### config.mk
export PLATFORM = sky130hd
export DESIGN_NAME = uart_tx_arbiter_flat
export DESIGN_NICKNAME = d
export VERILOG_FILES = /design/src/rtl/uart_tx_arbiter_if.sv /design/src/rtl/uart_tx_arbiter.sv /design/src/flat_wrapper.sv
export SDC_FILE = /design/constraint.sdc
export NUM_CORES = 1
export LEC_CHECK = 0
export CAP_MARGIN = 10
export CORE_MARGIN = 2
export CORE_UTILIZATION = 44
export CTS_BUF_LIST = sky130_fd_sc_hd__clkbuf_4
export DETAILED_ROUTE_END_ITERATION = 7
export GPL_TIMING_DRIVEN = 0
export PLACE_DENSITY = 0.83
export SLEW_MARGIN = 20
export SYNTH_ARGS = -nofsm -noshare
export SYNTH_HDL_FRONTEND = slang
export SYNTH_SLANG_ARGS = --single-unit
### constraint.sdc
create_clock -name clk -period 2.66 [get_ports clk]
set_input_delay 0.266 -clock clk [delete_from_list [all_inputs] [get_ports clk]]
set_output_delay 0.266 -clock clk [all_outputs]
set_load 0.02 [all_outputs]
### src/rtl/uart_tx_arbiter_if.sv
// Bundle between NREQ byte-stream requesters, the arbiter and one uart
// transmit port.
//
// Handshake: req[i] is the valid for requester i's req_data slice and
// req_last bit. A byte transfers on a cycle where req_ack[i] is high.
// req_ack[i] is only high when req[i] is high. A requester keeps its
// data and last bit stable while req is high and no ack has arrived.
// Toward the uart, wr_uart is a single-cycle write strobe. It is only
// asserted while tx_full is low.
interface uart_tx_arbiter_if #(
    parameter int NREQ = 4,
    parameter int DBIT = 8
);
    logic [NREQ-1:0]      req;
    logic [NREQ*DBIT-1:0] req_data;
    logic [NREQ-1:0]      req_last;
    logic [NREQ-1:0]      req_ack;
    logic [NREQ-1:0]      gnt;
    logic                 busy;
    logic                 tx_full;
    logic                 wr_uart;
    logic [DBIT-1:0]      w_data;
    logic [1:0]           state_dbg;

    // Arbiter side
    modport slave (
        input  req, req_data, req_last, tx_full,
        output req_ack, gnt, busy, wr_uart, w_data, state_dbg
    );

    // Requester / uart side
    modport master (
        output req, req_data, req_last, tx_full,
        input  req_ack, gnt, busy, wr_uart, w_data, state_dbg
    );
endinterface

### src/rtl/uart_tx_arbiter.sv
// Round-robin arbiter sharing one uart transmit port among NREQ requesters.
// A grant lasts for one frame. The frame ends when the requester marks its
// last byte, or when MAX_BURST bytes have been sent, whichever comes first.
// Optional macro UART_ARB_ID_HDR_EN: each grant first emits a header byte
// {4'hA, requester index} before the frame's data bytes.
module uart_tx_arbiter #(
    parameter int NREQ      = 4,
    parameter int DBIT      = 8,
    parameter int MAX_BURST = 16
) (
    input logic              clk,
    input logic              reset,
    uart_tx_arbiter_if.slave bus
);

    localparam int              PW     = $clog2(NREQ);
    localparam logic [PW:0]     NREQ_W = (PW+1)'(NREQ);
    localparam logic [7:0]      MAXB_W = 8'(MAX_BURST);
    localparam logic [NREQ-1:0] ONE    = NREQ'(1);

    typedef enum logic [1:0] {
        ST_IDLE = 2'd0,
        ST_HDR  = 2'd1,
        ST_XFER = 2'd2
    } state_e;

    state_e            state_q, state_d;
    logic [NREQ-1:0]   gnt_q, gnt_d;
    logic [PW-1:0]     gidx_q, gidx_d;
    logic [PW-1:0]     rr_ptr_q, rr_ptr_d;
    logic [7:0]        burst_cnt_q, burst_cnt_d;

    logic              sel_req;
    logic              sel_last;
    logic [DBIT-1:0]   sel_data;
    logic              pick_found;
    logic [PW-1:0]     pick_idx;
    logic [PW:0]       cand;
    logic [PW:0]       rr_inc;
    logic [7:0]        burst_inc;
    logic              wr_c;
    logic [NREQ-1:0]   ack_c;
    logic [DBIT-1:0]   wdata_c;
`ifdef UART_ARB_ID_HDR_EN
    logic [7:0]        hdr8;
`endif

    // Route the granted requester's valid, last flag and data byte
    always_comb begin
        sel_req  = 1'b0;
        sel_last = 1'b0;
        sel_data = '0;
        for (int i = 0; i < NREQ; i++) begin
            if (gidx_q == PW'(i)) begin
                sel_req  = bus.req[i];
                sel_last = bus.req_last[i];
                sel_data = bus.req_data[i*DBIT +: DBIT];
            end
        end
    end

    // Find the first active request at or after rr_ptr. The scan runs from
    // the far end backward, so the candidate nearest rr_ptr is written last
    // and wins.
    always_comb begin
        pick_found = 1'b0;
        pick_idx   = '0;
        cand       = '0;
        for (int i = NREQ - 1; i >= 0; i--) begin
            cand = {1'b0, rr_ptr_q} + (PW+1)'(i);
            if (cand >= NREQ_W) begin
                cand = cand - NREQ_W;
            end
            if (bus.req[cand[PW-1:0]]) begin
                pick_found = 1'b1;
                pick_idx   = cand[PW-1:0];
            end
        end
    end

    // Mealy outputs toward the uart and the requesters
    always_comb begin
        wr_c    = 1'b0;
        ack_c   = '0;
        wdata_c = '0;
`ifdef UART_ARB_ID_HDR_EN
        hdr8    = {4'hA, 4'(gidx_q)};
`endif
        case (state_q)
            ST_XFER: begin
                wr_c    = sel_req & ~bus.tx_full;
                ack_c   = wr_c ? gnt_q : '0;
                wdata_c = sel_data;
            end
`ifdef UART_ARB_ID_HDR_EN
            ST_HDR: begin
                wr_c    = ~bus.tx_full;
                wdata_c = DBIT'(hdr8);
            end
`endif
            default: ;
        endcase
    end

    // Next-state logic: arbitration, optional header, frame and burst end
    always_comb begin
        state_d     = state_q;
        gnt_d       = gnt_q;
        gidx_d      = gidx_q;
        rr_ptr_d    = rr_ptr_q;
        burst_cnt_d = burst_cnt_q;
        burst_inc   = burst_cnt_q + 8'd1;
        rr_inc      = {1'b0, gidx_q} + (PW+1)'(1);
        if (rr_inc == NREQ_W) begin
            rr_inc = '0;
        end
        case (state_q)
            ST_IDLE: begin
                if (pick_found) begin
                    gnt_d       = ONE << pick_idx;
                    gidx_d      = pick_idx;
                    burst_cnt_d = '0;
`ifdef UART_ARB_ID_HDR_EN
                    state_d     = ST_HDR;
`else
                    state_d     = ST_XFER;
`endif
                end
            end
`ifdef UART_ARB_ID_HDR_EN
            ST_HDR: begin
                if (wr_c) begin
                    state_d = ST_XFER;
                end
            end
`endif
            ST_XFER: begin
                if (wr_c) begin
                    burst_cnt_d = burst_inc;
                    if (sel_last || (burst_inc == MAXB_W)) begin
                        state_d  = ST_IDLE;
                        gnt_d    = '0;
                        rr_ptr_d = rr_inc[PW-1:0];
                    end
                end
            end
            default: state_d = ST_IDLE;
        endcase
    end

    // State register with synchronous reset; reset abandons any partial frame
    always_ff @(posedge clk) begin
        if (reset) begin
            state_q     <= ST_IDLE;
            gnt_q       <= '0;
            gidx_q      <= '0;
            rr_ptr_q    <= '0;
            burst_cnt_q <= '0;
        end else begin
            state_q     <= state_d;
            gnt_q       <= gnt_d;
            gidx_q      <= gidx_d;
            rr_ptr_q    <= rr_ptr_d;
            burst_cnt_q <= burst_cnt_d;
        end
    end

    assign bus.wr_uart   = wr_c;
    assign bus.req_ack   = ack_c;
    assign bus.w_data    = wdata_c;
    assign bus.gnt       = gnt_q;
    assign bus.busy      = (state_q != ST_IDLE);
    assign bus.state_dbg = state_q;

endmodule
### src/flat_wrapper.sv
// flat-port wrapper written by rule: the top's interface ports become plain ports
module uart_tx_arbiter_flat 
#(
    parameter int NREQ      = 4,
    parameter int DBIT      = 8,
    parameter int MAX_BURST = 16
)
  (clk, reset, bus_req, bus_req_data, bus_req_last, bus_tx_full, bus_req_ack, bus_gnt, bus_busy, bus_wr_uart, bus_w_data, bus_state_dbg);
  uart_tx_arbiter_if #(.NREQ(NREQ), .DBIT(DBIT)) bus_i ();
  input logic clk;
  input logic reset;
  input wire logic [$bits(bus_i.req)-1:0] bus_req;
  input wire logic [$bits(bus_i.req_data)-1:0] bus_req_data;
  input wire logic [$bits(bus_i.req_last)-1:0] bus_req_last;
  input wire logic [$bits(bus_i.tx_full)-1:0] bus_tx_full;
  output wire logic [$bits(bus_i.req_ack)-1:0] bus_req_ack;
  output wire logic [$bits(bus_i.gnt)-1:0] bus_gnt;
  output wire logic [$bits(bus_i.busy)-1:0] bus_busy;
  output wire logic [$bits(bus_i.wr_uart)-1:0] bus_wr_uart;
  output wire logic [$bits(bus_i.w_data)-1:0] bus_w_data;
  output wire logic [$bits(bus_i.state_dbg)-1:0] bus_state_dbg;
  assign bus_i.req = bus_req;
  assign bus_i.req_data = bus_req_data;
  assign bus_i.req_last = bus_req_last;
  assign bus_i.tx_full = bus_tx_full;
  assign bus_req_ack = bus_i.req_ack;
  assign bus_gnt = bus_i.gnt;
  assign bus_busy = bus_i.busy;
  assign bus_wr_uart = bus_i.wr_uart;
  assign bus_w_data = bus_i.w_data;
  assign bus_state_dbg = bus_i.state_dbg;
  uart_tx_arbiter #(.NREQ(NREQ), .DBIT(DBIT), .MAX_BURST(MAX_BURST)) u_core (.clk(clk), .reset(reset), .bus(bus_i));
endmodule
# After elaboration in Yosys (flattened, before gate mapping)
# Cells that the tools add are included.
# totals
regBits,18
input_bits,43
out_inout_bits,20
wordCells,92
# classes
addsub,9
magnitude_cmp,8
n_eq_ne,9
shifts,1
muxes,48
bitwise_logic,2
n_reduce_logical,10
# op_table
op,count
$mux W8,7
$mux W2,12
$mux W4,5
$mux W1,17
$pmux W8 S2,1
$lt A2 B3 Y1 const B,4
$ge A3 B3 Y1 const B,3
$reduce_and A3 Y1,3
$add A8 B1 Y8 const B,1
$bmux W1 S2,4
$eq A8 B5 Y1 const B,1
$pmux W4 S2,1
$sub A2 B1 Y2 const B,4
$add A2 B1 Y3 const B,2
$add A2 B2 Y3 const B,2
$eq A2 B2 Y1 const B,3
$logic_not A2 Y1,2
$ne A2 B1 Y1 const B,2
$pmux W2 S2,1
$reduce_and A4 Y1,1
$reduce_bool A2 Y1,2
$shl A1 B2 Y4 const A,1
$eq A3 B3 Y1 const B,1
$ge A2 B3 Y1 const B,1
other kinds (6),6

# Logic depth before layout (Yosys ltp)
# Gate-level depths: netlist of run 1.
# depth
word_depth,12
ltp_mapped,10
depth_no_buf,8

# Least setup slack after synthesis of run 1
# Ideal clock, no wire load.
# synth_timing
path_type,reg2out
startpoint,register u_core.gidx_q[0]
endpoint,output bus_req_ack[0]
t_arrival_ps,1815
required_ps,2394
path_slack_ps,579
stages_incl_launch_ff,10
path_buffers,2
path_cell_list,dfxtp_1 > inv_1 > ha_1 > buf_6 > nor2b_1 > o21ai_0 > nand3_2 > inv_1 > buf_2 > and2_1
# synth_via
elab_chain_cells,8
# synth_rtl
item,line_no,rtl
"start, declared",uart_tx_arbiter.sv:29,"logic [PW-1:0] gidx_q, gidx_d;"
"start signal, assigned",uart_tx_arbiter.sv:162,gidx_q <= gidx_d;
$logic_not A2 Y1,uart_tx_arbiter.sv:54,if (gidx_q == PW'(i)) begin
$mux W1 (3 in a row),uart_tx_arbiter.sv:54,
$mux W1 *,uart_tx_arbiter.sv:54,
$and A1 B1 Y1 *,uart_tx_arbiter.sv:91,wr_c = sel_req & ~bus.tx_full;
$mux W4 *,uart_tx_arbiter.sv:92,ack_c = wr_c ? gnt_q : '0;
$mux W4 *,uart_tx_arbiter.sv:89,case (state_q)
"end, declared",flat_wrapper.sv:16,output wire logic [$bits(bus_i.req_ack)-1:0] bus_req_ack;
# Every way passes the cells marked *; elsewhere a longest branch is shown, timed or not.

# Worst setup path in the final report of run 1
# layout_timing
startpoint,register u_core.gidx_q[1]
endpoint,output bus_req_ack[1]
# Same word-level chain as after synthesis.

==> results of run 1 <==
-- kinds of logic (layout without fill, tap and decap cells) --
| kind of cell | after synthesis | after routing | share of synthesized area |
|---|---|---|---|
| buffers and inverters | 22 | 88 | 0.09388 |
| AOI/OAI and AO/OA | 51 | 51 | 0.2248 |
| other | 1 | 1 | 0.002582 |
| and+or+nand+nor | 92 | 92 | 0.3790 |
| DFF | 17 | 17 | 0.2343 |
| adders and majority gates | 6 | 6 | 0.05168 |
| muxes | 2 | 2 | 0.01378 |
-- power by group through the flow --
stage / combinational (mW) / sequential (mW) / clock [mW]
after floorplan: 0.147 / 0.280 / 0
after global placement: 0.279 / 0.276 / 0
after detailed placement: 0.281 / 0.276 / 0
after CTS: 0.280 / 0.271 / 0.146
after global routing: 0.304 / 0.272 / 0.157
final: 0.282 / 0.271 / 0.146
-- worst reg2reg max path: cells and delay by family (launching register included) --
family	cells	cell delay, ps
AO/OA/AOI/OAI	3	570
AND/OR/NAND/NOR	2	550
buffers and inverters	2	210
flip-flops	1	380
adder cells (fa/ha/maj)	1	250
-- worst max path at each step --
stage / end / slack [ps] / cells past startpoint
global placement: bus_req_ack[1] / -80 / 9
global route: bus_req_ack[1] / 40 / 9
finish: bus_req_ack[1] / 170 / 9
floorplan: bus_req_ack[0] / 580 / 9
CTS: bus_w_data[0] / 20 / 9
detailed placement: bus_req_ack[2] / -110 / 9
-- sequential cells by signal (all words and copies together) (netlist names) --
name / flops
u_core.burst_cnt_q: 8
u_core.bus.gnt: 4
u_core.bus.state_dbg: 1
u_core.gidx_q: 2
u_core.rr_ptr_q: 2
-- Yosys cell counts (6+ instances only) --
library cell / instances / area (µm²)
a21oi_1: 22 / 110.1
a221oi_1: 7 / 61.31
and2_1: 7 / 43.79
dfxtp_1: 17 / 340.3
ha_1: 6 / 75.07
inv_1: 7 / 26.28
nand2_1: 9 / 33.78
nand2b_1: 8 / 50.05
nand3_1: 11 / 55.05
nor2_1: 7 / 26.28
nor2b_1: 16 / 100.1
nor3_1: 10 / 50.05
o21ai_0: 9 / 45.04
-- per-stage QoR --
stage	worst slack, ps	TNS, ps
final	174.4	0
after global routing	35.49	0
after CTS	15.26	0
after detailed placement	-113.4	-415.6
after global placement	-75.20	-277.4
after floorplan	578.8	0
-- final cells by class --
class                   instances  area [µm²]  share of cell area
plain buffers                  15       118.9             0.05482
flip-flops and latches         17       342.8              0.1581
multi-input cells             152       982.2              0.4530
inverters                       7       26.28             0.01212
repair buffers                 62       615.6              0.2839
clock buffers                   3       22.52             0.01039
well taps                      44       55.05             0.02539
clock inverters                 1       5.005            0.002308
-- layer usage --
layer,vias up,GRT usage,share of wire
met5,-,0,0
met4,0,0.04863,0.0082
met3,4,0.03992,0.042
met2,44,0.3313,0.48
met1,740,0.2955,0.47
li1,814,-,-
-- repair_timing --
action,in CTS,in global routing
pin swaps,0,1
resized for setup,18,13
hold buffers,0,0
buffers inserted,0,1
endpoints found under the setup margin,13,11
==> results.json, run 1 <==
{
  "cp_cell_sequence": "inv_1 -> ha_1 -> clkbuf_4 -> o21ai_1 -> nand3_2 -> inv_2 -> buf_4 -> and2_1 -> clkdlybuf4s15_2",
  "fin_cells": 301,
  "die-height_um": 61.46,
  "std_cell_rows": 20,
  "seq_area_frac_synth": 0.2343,
  "wl_per_cell_um": 13.41,
  "final_common_cell": "clkdlybuf4s50_1",
  "comb_power_share": 0.404,
  "clkTransAtPathRegs_ps": 110,
  "fin_crit_sh": 0.9344,
  "p_switching_uw": 226.2,
  "diodes": 0,
  "hold_depth": 2,
  "timing.rr.start": "u_core.gidx_q[1]$_SDFFE_PP0P_",
  "seqPwrFrac": 0.387,
  "ys_seq_elements": 17,
  "area_growth_pct": 49.27,
  "worst-path-buf-inv": 5,
  "fin_crit_ps": 2486,
  "dp_cells": 296,
  "p_per_area_nw_per_um2": 322.4,
  "fillers": 273,
  "core-area_um2": 3103,
  "grt_pass1_wl_mm": 6.030,
  "drive_above_1_share": 0.1362,
  "fmax_mhz": 402.3,
  "cts_made_buffers": 3,
  "finalSetupViolCount": 0,
  "r2r_cells": 8,
  "maxSlewViolCount": 0,
  "gp_congestion": 0.8347,
  "grt_antenna_before_repair": 0,
  "switching_share": 0.3235,
  "drtAntennaViolNets": 0,
  "reg2reg_to": "u_core.rr_ptr_q[0]$_SDFFE_PP0P_",
  "netlist_area_um2": 1453,
  "grt_use_total": 0.2092,
  "synth_nets": 240,
  "startpoint_type": "flop",
  "final_cell_mix": "clkdlybuf4s50_1 (48), a21oi_1 (22), nor2b_1 (16), dfxtp_1 (15), nand3_1 (11)",
  "fin_util": 0.6988,
  "clkSinkCount": 17,
  "start_util": 0.4681,
  "worst_hold_startpoint": "u_core.gidx_q[0]$_SDFFE_PP0P_",
  "synth_top_flop_cell": "dfxtp_1",
  "yosys_warnings": 0,
  "hold_path.class": "flop to flop",
  "drc": 0,
  "cp.arrival_ps": 2220,
  "clockPowerShare": 0.209,
  "cp_top_family": "buffers and inverters",
  "die_x_um": 61.46,
  "fin_skew_ps": 9.824,
  "startpoint": "u_core.gidx_q[1]$_SDFFE_PP0P_",
  "clk_latency_ps": 300,
  "via_per_inst": 5.322,
  "crit_required_ps": 2390,
  "grt_setup_unrepaired": "no",
  "die_area_um2": 3777,
  "synth.avg_cell_area_um2": 7.605,
  "grt_max_degree": 11,
  "syn_inst": 191,
  "clockBufferDepth": 2,
  "cts_tree": "built",
  "fin_nets": 307,
  "ir_worst_vdd_v": 0.0002854,
  "slowest_delay_ps": 380,
  "min_to": "u_core.gidx_q[0]$_SDFFE_PP0P_",
  "synthArstFlopShare": 0,
  "yosysUniqueCellTypes": 44,
  "post_dp_cell_area_um2": 2118,
  "final_area_um2": 2168,
  "drt_wl_total_mm": 4.035,
  "fin_hold_ws_ps": 502.1,
  "finalPower_uw": 699.0,
  "worst_pin_slew_ps": 547.4,
  "end_kind": "output pin",
  "p_leak_nw": 0.9326,
  "gr-total-overflow": 0,
  "hpwl_mm": 3.109,
  "critPathMaxFanout": 10,
  "criticalPathCategory": "flop to output pin",
  "reg2reg_slack_ps": 640,
  "drt_iter0_drc": 86,
  "dr.pass1.iters": 4,
  "relSlewSlack": 0.6323,
  "synth_edf_count": 0,
  "cts_max_level": 1,
  "grt_pass1_vias": 1309,
  "p_int_uw": 472.9,
  "maxCapViolCount": 0,
  "finalHoldViolCount": 0,
  "port_buffers": 61,
  "status": "finished clean",
  "slowest_stage": "dfxtp_2",
  "root_buffer": "clkbuf_4",
  "ioPinCount": 63,
  "routed-via-count": 1602
}
Power figures use the tool's default switching activity.
==> run 2: changes to the inputs <==
- CORE_ASPECT_RATIO: default -> 1.75
==> run 2 against run 1 <==
Compared with the run above:
- cell count decreased by 0.33%
- largest cell class unchanged
- via count increased by 1.0%
- maximum frequency down 0.96%
- first-iteration DRC count fell by 64%
- non-clock buffer count unchanged
- worst setup slack got worse by 24 ps
- highest routed layer unchanged
- combinational power barely moved
- critical path type unchanged
- global-route usage rose by 4.7 points
- die area grew 0.47%
- hold slack better by 6.1 ps
- wire length rose by 14%
- sequential power about the same
==> results.json, run 2 (same netlist as run 1, synthesis figures left out) <==
{
  "postCtsHoldBufs": 0,
  "drc": 0,
  "p_leak_nw": 0.9132,
  "fin_util": 0.6846,
  "gp_congestion": 0.8195,
  "slowest_delay_ps": 390,
  "grt_antenna_before_repair": 0,
  "ir_worst_vdd_v": 0.0003110,
  "area_growth_pct": 48.06,
  "die_area_um2": 3795,
  "setup_tns_ps": 0,
  "dp_cells": 295,
  "clk_latency_ps": 300,
  "post_dp_cell_area_um2": 2117,
  "cts_max_level": 1,
  "worst-path-buf-inv": 5,
  "hpwl_mm": 3.569,
  "critPathMaxFanout": 10,
  "startpoint_type": "flop",
  "gr-total-overflow": 0,
  "largest_reg_flops": 8,
  "fin_cells": 300,
  "ioPinCount": 63,
  "finalHoldViolCount": 0,
  "clkTransAtPathRegs_ps": 100,
  "fin_skew_ps": 1.092,
  "start_util": 0.4624,
  "final_cell_mix": "clkdlybuf4s50_1 (48), a21oi_1 (22), nor2b_1 (16), dfxtp_1 (15), nand3_1 (11)",
  "std_cell_rows": 27,
  "p_per_area_nw_per_um2": 324.0,
  "fin_crit_sh": 0.9435,
  "grt_pass1_vias": 1595,
  "routed-via-count": 1618,
  "slowest_stage": "dfxtp_2",
  "via_per_inst": 5.393,
  "die-height_um": 80.01,
  "cp.arrival_ps": 2240,
  "drtAntennaViolNets": 0,
  "fin_crit_ps": 2510,
  "relSlewSlack": 0.6662,
  "cts_tree": "built",
  "core-area_um2": 3142,
  "finalPower_uw": 696.9,
  "final_area_um2": 2151,
  "path_common_cell": "inv_1",
  "cp_top_family": "buffers and inverters",
  "fmax_mhz": 398.4,
  "status": "finished clean",
  "criticalPathCategory": "flop to output pin",
  "regMostFlops": "u_core.burst_cnt_q",
  "final_common_cell": "clkdlybuf4s50_1",
  "grt_use_total": 0.2565,
  "drt_wl_total_mm": 4.597,
  "hold_path.class": "flop to flop",
  "maxSlewViolCount": 0,
  "clockBufferDepth": 2,
  "fillers": 304,
  "wl_per_cell_um": 15.32,
  "root_buffer": "clkbuf_4",
  "grt_pass1_wl_mm": 7.113,
  "worst_pin_slew_ps": 496.9,
  "drt_iter0_drc": 31,
  "dr.pass1.iters": 4,
  "maxCapViolCount": 0,
  "drive_above_1_share": 0.1323,
  "die_x_um": 47.44,
  "crit_required_ps": 2390,
  "grt_setup_unrepaired": "no",
  "fin_nets": 307,
  "cp_cell_sequence": "inv_1 -> ha_1 -> buf_6 -> nor2b_1 -> o21ai_0 -> nand3_2 -> inv_1 -> buf_4 -> dlygate4sd2_1",
  "diodes": 0,
  "port_buffers": 61,
  "grt_max_degree": 11,
  "cts_made_buffers": 3,
  "clkSinkCount": 17,
  "finalSetupViolCount": 0,
  "end_kind": "output pin"
}
[run 2: power breakdown]
group,internal [mW],switching [mW]
combinational,0.152,0.130
clock,0.0563,0.0872
sequential,0.263,0.00880
[run 2: final timing paths]
path | startpoint | cells after the start | end | slack, ps
max | u_core.gidx_q[0]$_SDFFE_PP0P_ | 9 | bus_wr_uart | 150
min | u_core.gidx_q[0]$_SDFFE_PP0P_ | 2 | u_core.gidx_q[0]$_SDFFE_PP0P_ | 510
max reg2reg | u_core.gidx_q[0]$_SDFFE_PP0P_ | 9 | u_core.rr_ptr_q[0]$_SDFFE_PP0P_ | 540
min reg2reg | u_core.gidx_q[0]$_SDFFE_PP0P_ | 2 | u_core.gidx_q[0]$_SDFFE_PP0P_ | 510
[run 2: layer usage]
metal / global-route usage / vias to the layer above / part of all wire
li1: - / 813 / -
met1: 0.2393 / 751 / 0.36
met2: 0.5054 / 45 / 0.57
met3: 0.02715 / 9 / 0.052
met4: 0.1000 / 0 / 0.022
met5: 0 / - / 0
[run 2: tightest hold or removal path, stage by stage, from the launching register on]
cell and delay [ps]:
dfxtp_2 360, nand2_1 60, a21oi_1 60
[run 2: repair_timing]
| item | CTS | global route |
|---|---|---|
| buffers inserted | 1 | 0 |
| endpoints found under the setup margin | 13 | 8 |
| cloned | 0 | 0 |
| pin swaps | 1 | 0 |
| gates resized for setup | 15 | 14 |
[run 2: per-stage QoR]
| step | setup slack (ps) | hold WS [ps] |
|---|---|---|
| 6_report | 150.2 | 508.2 |
| 3_5_place_dp | -162.4 | 497.8 |
| 3_3_place_gp | -108.5 | 490.9 |
| 4_1_cts | 18.72 | 513.0 |
| 2_1_floorplan | 578.8 | 446.5 |
| 5_1_grt | 20.91 | 539.9 |
[run 2: final cells by class]
class | instances | area (µm²) | share of cell area
multi-input cells | 152 | 982.2 | 0.4567
well taps | 43 | 53.80 | 0.02501
clock inverters | 1 | 5.005 | 0.002327
clock buffers | 3 | 22.52 | 0.01047
plain buffers | 15 | 116.4 | 0.05410
repair buffers | 62 | 601.8 | 0.2798
inverters | 7 | 26.28 | 0.01222
flip-flops and latches | 17 | 342.8 | 0.1594
==> run 3: changes to the inputs <==
- CORE_UTILIZATION: 44 -> 47
- PLACE_DENSITY: 0.83 -> 0.88
- clock period: 2.66 -> 2.9 ns (I/O delays scaled with it)
==> run 3 against run 2 <==
Compared with the run above:
- via count shrank 0.68%
- non-clock buffer count grew 2
- worst setup slack gained 40 ps
- largest power group unchanged
==> results.json, run 3 (same netlist as run 1, synthesis figures left out) <==
{
  "status": "finished clean",
  "criticalPathCategory": "flop to output pin",
  "via_per_inst": 5.599,
  "cts_made_buffers": 3,
  "end_kind": "output pin",
  "setup_ws_ps": 190.0,
  "regArea_um2": 341.6,
  "grt_pass1_vias": 1638,
  "hpwl_mm": 3.329,
  "start_util": 0.4962,
  "multi_input_area_um2": 975.9,
  "startpoint_type": "flop",
  "finalSetupViolCount": 0,
  "largest_reg_flops": 8,
  "grt_antenna_before_repair": 0,
  "dr.pass1.iters": 4,
  "finalHoldViolCount": 0,
  "grt_max_degree": 11,
  "fillers": 225,
  "drc": 0,
  "final_common_cell": "clkdlybuf4s50_1",
  "fmax_mhz": 369.0,
  "clkSinkCount": 17,
  "timing.rr.start": "u_core.gidx_q[1]$_SDFFE_PP0P_",
  "finalPower_uw": 642.3,
  "ioPinCount": 63,
  "dp_cells": 280,
  "cp.arrival_ps": 2420,
  "ir_worst_vdd_v": 0.0003062,
  "fin_crit_sh": 0.9345,
  "p_leak_nw": 0.8890,
  "worst-path-buf-inv": 3,
  "startpoint": "u_core.gidx_q[1]$_SDFFE_PP0P_",
  "die-height_um": 77.55,
  "final_cell_mix": "clkdlybuf4s50_1 (54), a21oi_1 (22), nor2b_1 (16), dfxtp_1 (16), nand3_1 (11)",
  "cp_cell_sequence": "inv_1 -> ha_1 -> nor2b_4 -> buf_6 -> a221oi_1 -> nor3_1 -> a21oi_1 -> nor2b_1 -> clkdlybuf4s50_1",
  "pre_cts_ws_ps": 80.80,
  "diodes": 0,
  "cp_top_family": "buffers and inverters",
  "drt_wl_total_mm": 4.335,
  "fin_skew_ps": 10.81,
  "maxSlewViolCount": 0,
  "hold_path.class": "flop to flop",
  "cts_tree": "built",
  "wl_per_cell_um": 15.10,
  "regMostFlops": "u_core.burst_cnt_q",
  "gp_congestion": 0.8644,
  "drtAntennaViolNets": 0,
  "grt_use_total": 0.2557,
  "core-area_um2": 2928,
  "grt_setup_unrepaired": "no",
  "clk_latency_ps": 300,
  "gr-total-overflow": 0,
  "fin_crit_ps": 2710,
  "critPathMaxFanout": 8,
  "clockBufferDepth": 2,
  "p_per_area_nw_per_um2": 298.1,
  "clkTransAtPathRegs_ps": 110,
  "cts_max_level": 1,
  "std_cell_rows": 26,
  "maxCapViolCount": 0,
  "die_x_um": 46.03,
  "fin_cells": 287,
  "area_growth_pct": 48.32,
  "slowest_stage": "clkdlybuf4s50_1",
  "drive_above_1_share": 0.1158,
  "setup_tns_ps": 0,
  "port_buffers": 61,
  "crit_required_ps": 2610,
  "slowest_delay_ps": 540,
  "grt_pass1_wl_mm": 6.948,
  "root_buffer": "clkbuf_4",
  "fin_nets": 309,
  "routed-via-count": 1607,
  "drt_iter0_drc": 62,
  "worst_hold_startpoint": "u_core.bus.gnt[0]$_SDFFE_PP0P_",
  "die_area_um2": 3569
}
[run 3: final timing paths]
kind	slack, ps	end	cells after the start
setup reg to reg	800	u_core.rr_ptr_q[0]$_SDFFE_PP0P_	8
setup / recovery	190	bus_w_data[1]	9
hold reg to reg	510	u_core.bus.gnt[0]$_SDFFE_PP0P_	2
hold / removal	510	u_core.bus.gnt[0]$_SDFFE_PP0P_	2
[run 3: where the power goes]
| group | total [mW] | switching (mW) | leakage (nW) | internal, mW |
|---|---|---|---|---|
| combinational | 0.263 | 0.118 | 0.733 | 0.145 |
| sequential | 0.248 | 0.00775 | 0.138 | 0.241 |
| clock | 0.131 | 0.0796 | 0.0177 | 0.0514 |
| total | 0.642 | 0.205 | 0.889 | 0.437 |
[run 3: timing repair]
action	4_1_cts	5_1_grt
endpoints found under the setup margin	6	12
endpoints found under the hold margin	0	0
gates resized for setup	6	8
hold buffers	0	0
pin swaps	0	1
setup buffers	0	3
[run 3: final cells by class]
class,count,area share
well taps,28,0.01626
plain buffers,15,0.05401
clock inverters,1,0.002323
clock buffers,3,0.01045
multi-input cells,152,0.4530
repair buffers,64,0.2933
inverters,7,0.01220
flip-flops and latches,17,0.1585
[run 3: metal layers]
layer  routed length, µm  GRT usage  vias to the layer above
met5                   0          0                        -
li1                    -          -                      817
met4                 107     0.1086                        0
met1                1524     0.2392                      727
met3                 243    0.02093                       11
met2                2460     0.5028                       52
[run 3: through the flow]
stage                       util  hold WS [ps]  cell area, µm²
after floorplan                -         463.0            1453
final                     0.7359         512.8            2155
after global routing      0.7359         542.7            2155
after CTS                 0.7244         511.1            2121
after global placement    0.7167         490.2            2098
after detailed placement  0.7167         495.1            2098
[run 3: worst reg2reg max path: cells and delay by family (launching register included)]
family          cells  cell delay (ps)
flops               1              410
buf+inv             3              460
simple gates        2              590
compound gates      2              320
fa+ha+maj           1              260
